<file path="src/rtl/data_memory_hs_pkg.sv">
// data_memory_hs_pkg
// Shared constants and types for the handshaked data memory.
//   WORD_WIDTH       default data/address width in bits
//   DATA_MEM_DEPTH   default number of words
//   DATA_MEM_STRB_W  default number of byte lanes (WORD_WIDTH/8)
//   mem_op_e         request opcode, decoded from req_we
package data_memory_hs_pkg;

  localparam int WORD_WIDTH      = 16;
  localparam int DATA_MEM_DEPTH  = 256;
  localparam int DATA_MEM_STRB_W = WORD_WIDTH / 8;

  typedef enum logic {
    OP_READ  = 1'b0,
    OP_WRITE = 1'b1
  } mem_op_e;

endpackage

</file>
<file path="src/rtl/data_memory_hs_if.sv">
// data_memory_hs_if
// Request and read-response channels of the data memory.
//   req_valid/req_ready   request handshake (fire when both high)
//   req_we                1 = write, 0 = read
//   req_addr              word address (ADDR_W bits)
//   req_wdata/req_wstrb   write data and byte-lane enables
//   resp_valid/resp_ready response handshake
//   resp_rdata/resp_err   read data and out-of-range flag
// Modports: master (MEM stage / loader side), slave (memory side).
interface data_memory_hs_if
  import data_memory_hs_pkg::*;
#(
  parameter int DATA_W = WORD_WIDTH,
  parameter int ADDR_W = WORD_WIDTH
);
  localparam int STRB_W = DATA_W / 8;

  logic              req_valid;
  logic              req_ready;
  logic              req_we;
  logic [ADDR_W-1:0] req_addr;
  logic [DATA_W-1:0] req_wdata;
  logic [STRB_W-1:0] req_wstrb;
  logic              resp_valid;
  logic              resp_ready;
  logic [DATA_W-1:0] resp_rdata;
  logic              resp_err;

  modport master (
    output req_valid, req_we, req_addr, req_wdata, req_wstrb, resp_ready,
    input  req_ready, resp_valid, resp_rdata, resp_err
  );

  modport slave (
    input  req_valid, req_we, req_addr, req_wdata, req_wstrb, resp_ready,
    output req_ready, resp_valid, resp_rdata, resp_err
  );

endinterface

</file>
<file path="src/rtl/data_memory_hs_dmem_array.sv">
// dmem_array
// Pure DEPTH x DATA_W storage with per-byte-lane write enables and a
// synchronous read port. No reset, so synthesis can map it to block RAM.
//   clk    clock
//   we     write enable (lanes further qualified by wstrb)
//   re     read enable; rdata holds its value while re is low
//   wstrb  byte-lane write enables
//   idx    word index
//   wdata  write data
//   rdata  registered read data
module dmem_array
  import data_memory_hs_pkg::*;
#(
  parameter int DATA_W = WORD_WIDTH,
  parameter int DEPTH  = DATA_MEM_DEPTH,
  parameter int IDX_W  = $clog2(DEPTH),
  parameter int STRB_W = DATA_W / 8
) (
  input  logic              clk,
  input  logic              we,
  input  logic              re,
  input  logic [STRB_W-1:0] wstrb,
  input  logic [IDX_W-1:0]  idx,
  input  logic [DATA_W-1:0] wdata,
  output logic [DATA_W-1:0] rdata
);

  logic [DATA_W-1:0] mem [DEPTH];

  always_ff @(posedge clk) begin
    if (we) begin
      for (int k = 0; k < STRB_W; k++) begin
        if (wstrb[k]) begin
          mem[idx][k*8 +: 8] <= wdata[k*8 +: 8];
        end
      end
    end
    if (re) begin
      rdata <= mem[idx];
    end
  end

endmodule

</file>
<file path="src/rtl/data_memory_hs.sv">
// data_memory_hs
// Single-port synchronous data memory behind a valid/ready request channel
// and a registered, backpressurable read-response channel. One access per
// cycle; read latency is one cycle; a response is held until consumed.
//   clk    clock, all state changes on the rising edge
//   rst_n  asynchronous active-low reset
//   bus    data_memory_hs_if slave modport (request + response channels)
// Optional build macro: DMEM_RANGE_CHECK_EN
//   defined   -> addresses >= DEPTH are out of range: writes are dropped,
//                reads return zero data with resp_err set
//   undefined -> upper address bits ignored (aliasing), resp_err always 0
module data_memory_hs
  import data_memory_hs_pkg::*;
#(
  parameter int DATA_W = WORD_WIDTH,
  parameter int DEPTH  = DATA_MEM_DEPTH,
  parameter int ADDR_W = WORD_WIDTH
) (
  input  logic             clk,
  input  logic             rst_n,
  data_memory_hs_if.slave  bus
);

  localparam int IDX_W  = $clog2(DEPTH);
  localparam int STRB_W = DATA_W / 8;

  mem_op_e           op;
  logic [IDX_W-1:0]  idx;
  logic              fire;
  logic              wr_fire;
  logic              rd_fire;
  logic              addr_oor;
  logic              resp_valid_q;
  logic              resp_err_q;
  logic              rdata_zero_q;
  logic [DATA_W-1:0] array_rdata;

  assign op  = mem_op_e'(bus.req_we);
  assign idx = bus.req_addr[IDX_W-1:0];

  assign bus.req_ready = !resp_valid_q || bus.resp_ready;

  // rst_n qualifies fire so a request seen during reset never reaches the array.
  assign fire    = bus.req_valid && bus.req_ready && rst_n;
  assign wr_fire = fire && (op == OP_WRITE) && !addr_oor;
  assign rd_fire = fire && (op == OP_READ);

`ifdef DMEM_RANGE_CHECK_EN
  generate
    if (ADDR_W > IDX_W) begin : g_range
      assign addr_oor = |bus.req_addr[ADDR_W-1:IDX_W];
    end else begin : g_no_range
      assign addr_oor = 1'b0;
    end
  endgenerate
`else
  assign addr_oor = 1'b0;
  generate
    if (ADDR_W > IDX_W) begin : g_alias
      logic unused_upper_addr;
      assign unused_upper_addr = ^bus.req_addr[ADDR_W-1:IDX_W];
    end
  endgenerate
`endif

  dmem_array #(
    .DATA_W (DATA_W),
    .DEPTH  (DEPTH),
    .IDX_W  (IDX_W),
    .STRB_W (STRB_W)
  ) u_array (
    .clk   (clk),
    .we    (wr_fire),
    .re    (rd_fire),
    .wstrb (bus.req_wstrb),
    .idx   (idx),
    .wdata (bus.req_wdata),
    .rdata (array_rdata)
  );

  // The array's read register has no reset, so rdata_zero_q masks it to 0
  // after reset and for out-of-range reads. Only a read fire reloads the
  // response, which is what keeps it frozen while backpressured.
  always_ff @(posedge clk or negedge rst_n) begin
    if (!rst_n) begin
      resp_valid_q <= 1'b0;
      resp_err_q   <= 1'b0;
      rdata_zero_q <= 1'b1;
    end else if (rd_fire) begin
      resp_valid_q <= 1'b1;
      resp_err_q   <= addr_oor;
      rdata_zero_q <= addr_oor;
    end else if (bus.req_ready) begin
      resp_valid_q <= 1'b0;
    end
  end

  assign bus.resp_valid = resp_valid_q;
  assign bus.resp_err   = resp_err_q;
  assign bus.resp_rdata = rdata_zero_q ? '0 : array_rdata;

endmodule

</file>
<file path="src/flat_wrapper.sv">
// flat-port wrapper written by rule: the top's interface ports become plain ports
module data_memory_hs_flat import data_memory_hs_pkg::*;
#(
  parameter int DATA_W = WORD_WIDTH,
  parameter int DEPTH  = DATA_MEM_DEPTH,
  parameter int ADDR_W = WORD_WIDTH
)
  (clk, rst_n, bus_req_valid, bus_req_we, bus_req_addr, bus_req_wdata, bus_req_wstrb, bus_resp_ready, bus_req_ready, bus_resp_valid, bus_resp_rdata, bus_resp_err);
  data_memory_hs_if #(.DATA_W(DATA_W), .ADDR_W(ADDR_W)) bus_i ();
  input  logic clk;
  input  logic rst_n;
  input wire logic [$bits(bus_i.req_valid)-1:0] bus_req_valid;
  input wire logic [$bits(bus_i.req_we)-1:0] bus_req_we;
  input wire logic [$bits(bus_i.req_addr)-1:0] bus_req_addr;
  input wire logic [$bits(bus_i.req_wdata)-1:0] bus_req_wdata;
  input wire logic [$bits(bus_i.req_wstrb)-1:0] bus_req_wstrb;
  input wire logic [$bits(bus_i.resp_ready)-1:0] bus_resp_ready;
  output wire logic [$bits(bus_i.req_ready)-1:0] bus_req_ready;
  output wire logic [$bits(bus_i.resp_valid)-1:0] bus_resp_valid;
  output wire logic [$bits(bus_i.resp_rdata)-1:0] bus_resp_rdata;
  output wire logic [$bits(bus_i.resp_err)-1:0] bus_resp_err;
  assign bus_i.req_valid = bus_req_valid;
  assign bus_i.req_we = bus_req_we;
  assign bus_i.req_addr = bus_req_addr;
  assign bus_i.req_wdata = bus_req_wdata;
  assign bus_i.req_wstrb = bus_req_wstrb;
  assign bus_i.resp_ready = bus_resp_ready;
  assign bus_req_ready = bus_i.req_ready;
  assign bus_resp_valid = bus_i.resp_valid;
  assign bus_resp_rdata = bus_i.resp_rdata;
  assign bus_resp_err = bus_i.resp_err;
  data_memory_hs #(.DATA_W(DATA_W), .DEPTH(DEPTH), .ADDR_W(ADDR_W)) u_core (.clk(clk), .rst_n(rst_n), .bus(bus_i));
endmodule
</file>
<file path="config.mk">
export PLATFORM = sky130hd
export DESIGN_NAME = data_memory_hs_flat
export DESIGN_NICKNAME = d
export VERILOG_FILES = /design/src/rtl/data_memory_hs_pkg.sv /design/src/rtl/data_memory_hs_if.sv /design/src/rtl/data_memory_hs_dmem_array.sv /design/src/rtl/data_memory_hs.sv /design/src/flat_wrapper.sv
export SDC_FILE = /design/constraint.sdc
export NUM_CORES = 2
export LEC_CHECK = 0
export CAP_MARGIN = 20
export CORE_AREA = 2 2 594 596
export CTS_CLUSTER_SIZE = 14
export DETAILED_ROUTE_END_ITERATION = 10
export DIE_AREA = 0 0 596 598
export GPL_ROUTABILITY_DRIVEN = 0
export PLACE_DENSITY = 0.72
export SYNTH_ARGS = -nofsm -noshare
export SYNTH_HDL_FRONTEND = slang
export SYNTH_HIERARCHICAL = 1
export SYNTH_SLANG_ARGS = --single-unit
export TNS_END_PERCENT = 5
</file>
<file path="constraint.sdc">
create_clock -name clk -period 5.54 [get_ports clk]
set_input_delay 1.108 -clock clk [delete_from_list [all_inputs] [get_ports clk]]
set_output_delay 1.108 -clock clk [all_outputs]
set_load 0.05 [all_outputs]
</file>
==> results.cfg <==
[run_status]
outcome = completed

[floorplan]
pin_count = 58
core-area_sq_um = 350800
die_w_um = 596
die_area_sq_um = 356400
start_util_pct = 44.78
rows = 218
die_h_um = 598

[route]
wl_per_cell_um = 30.42
antenna_left = 0
routed_wl_um = 375400
vias = 76480
firstDrtPassIters = 5
drc = 0
via_per_inst = 6.197
first_iter_violations = 10530

[sta]
max_freq_mhz = 243.2
worstMarginPinSlew_ps = 1229
finalSetupTns_ps = 0
slew_headroom_pct = 18.08
finalCritPeriodShare_pct = 74.21
hold_viol = 0
setup_viol_count_final = 0
rsz0062_at_grt = false
fin_skew_ps = 86.60
layout_setup_ws_ps = 1429
finalCriticalPeriod_ps = 4111
slew_violations = 0

[cells_and_area]
synthToLayoutAreaGrowth_pct = 13.02
final_util_pct = 50.61
layout_commonest_cell = edfxtp_1
drive_gt1_share_pct = 25.59
final_cells = 12340
final_cell_area_sq_um = 177500
final_nets = 7440
layout_common_cells = 4112 x edfxtp_1, 1024 x mux4_2, 514 x nor2_1

[placement]
dp.cells = 11620
placed_area_sq_um = 164800
place_ws_ps = 457.3
io_buffers = 48
hpwl_um = 217700

[yosys]
syn_area_sq_um = 157100
synth_top_area_cell = edfxtp_1
synth_fp_nets = 7103
synth_area_per_cell_sq_um = 22.24
seq_area_frac_synth_pct = 78.64
synth_seq_cells = 4114
synth_cell_types = 30
synth_top_area_share_pct = 78.61
yosysWarningCount = 6
yosys-top-cells-area = edfxtp_1 79%, mux4_2 15%, a22oi_1 2.4%, nor2_1 1.2%, a21oi_1 0.82%
synthCells = 7064

[clock_tree]
numCtsBuffers = 398
clock_path_buffers = 4
clock_sinks = 4114
cts-root-buf = clkbuf_16
post-cts-setup-buffer-count = 0
ctsResizeCount = 0
cts_hold_buf = 0
clock_latency_ps = 990
clkTransAtPathRegs_ps = 60
cts_tree = done
h-tree-depth = 5

[critical_path]
cp-end-kind = register
critPathArrivalTime_ps = 4670
path_cells = clkdlybuf4s50_1 -> nand2_1 -> nor3b_1 -> and2_1 -> nand4_1 -> nor2_1
startpoint_type = input pin
critical_path_required_ps = 6100
crit_path_max_incr_delay_ps = 1010
reg2reg_depth = 5
worstPathMaxFanout = 16
crit_type = input pin to register
cp_slowest_cell = nor2_1

[power_and_ir_drop]
p_per_area_nw_per_um2 = 356.1
ir_drop_v = 0.0002749
p_leak_nw = 53.64

[min_path]
min_path_type = input pin to async pin

[global_route]
grt_max_degree = 171
grt_pass1_vias = 77140
grt_pass1_wl_um = 541200
antenna_found_initial = 19
grt_use_total_pct = 20.74
overflow = 0

[run]
drv_cap = 0
[area by class of cell]
| class | instances | area, sq um |
|---|---|---|
| diodes | 7 | 17.52 |
| clock buffers | 488 | 10320 |
| clock inverters | 226 | 2330 |
| fillers | 26470 | 173200 |
| inverters | 1 | 3.754 |
| multi-input cells | 2491 | 31600 |
| flip-flops and latches | 4114 | 123500 |
| well taps | 4620 | 5781 |
| repair buffers | 395 | 3956 |
[cells by family (layout without fill, tap and decap cells)]
logic type             count (synthesis)  count (layout)  synth area share, %
DFF                                 4114            4114                78.64
muxes                               1024            1024                14.68
AOI/OAI and AO/OA                    834             834                3.676
and+or+nand+nor                      632             632                1.636
buffers and inverters                459            1110                1.363
other                                  1               8             0.002387
[path summary, 6_finish.rpt]
check,endpoint,start,slack [ps]
min reg2reg,u_core/rdata_zero_q,u_core/rdata_zero_q,580
max,u_core/u_array/mem[58][3],rst_n,1430
max in group asynchronous,u_core/rdata_zero_q,rst_n,5040
min in group clk,u_core/rdata_zero_q,u_core/rdata_zero_q,580
max reg2reg,u_core/u_array/mem[58][3],u_core/bus.resp_valid,1670
min,u_core/bus.resp_valid,rst_n,290
[synth_stat cells]
cell	instances
edfxtp_1	4112
mux4_2	1024
nor2_1	516
a22oi_1	512
clkbuf_1	271
a21oi_1	256
buf_1	64
buf_2	61
o41ai_1	54
buf_4	33
nand3_1	32
buf_6	29
nand2_1	26
nand4_1	24
nor2b_1	20
o41ai_2	10
and2b_1	4
and2_1	3
nand2b_1	2
and2_0	1
conb_1	1
dfrtp_1	1
dfstp_2	1
inv_1	1
nor2b_4	1
nor3_1	1
nor3b_1	1
o21ai_0	1
o31a_1	1
or2_2	1
[critical path, delay by kind of cell]
| family | cells | cell delay (ps) |
|---|---|---|
| AND/OR/NAND/NOR | 5 | 3000 |
| buffers and inverters | 1 | 510 |
[flip-flops by register name (all words and copies together) (netlist names)]
| register | count |
|---|---|
| u_core/bus.resp_valid | 1 |
| u_core/rdata_zero_q | 1 |
| u_core/u_array/mem | 4096 |
| u_core/u_array/rdata | 16 |
[power by group]
part | switching, W | internal, W | total [W] | leakage, nW
logic | 0.00183 | 0.00100 | 0.00283 | 10.6
registers | 0.0000118 | 0.0343 | 0.0343 | 37.0
clock network | 0.0115 | 0.0146 | 0.0261 | 6.10
[metrics by stage]
| stage | hold WS [ps] | total power, W |
|---|---|---|
| 2_1_floorplan | 603.6 | 0.03640 |
| 3_3_place_gp | 542.9 | 0.03767 |
| 3_5_place_dp | 571.5 | 0.03775 |
| 4_1_cts | 247.7 | 0.06358 |
| 5_1_grt | 277.4 | 0.06487 |
| 6_report | 289.2 | 0.06322 |
[per-layer routing]
| metal | part of all wire, % | vias to the layer above | global-route usage, % |
|---|---|---|---|
| li1 | - | 30720 | - |
| met1 | 37 | 40520 | 28.09 |
| met2 | 48 | 4461 | 33.16 |
| met3 | 11 | 761 | 4.506 |
| met4 | 3.9 | 18 | 7.861 |
| met5 | 0.038 | - | 0 |
Power figures use the tool's default switching activity.
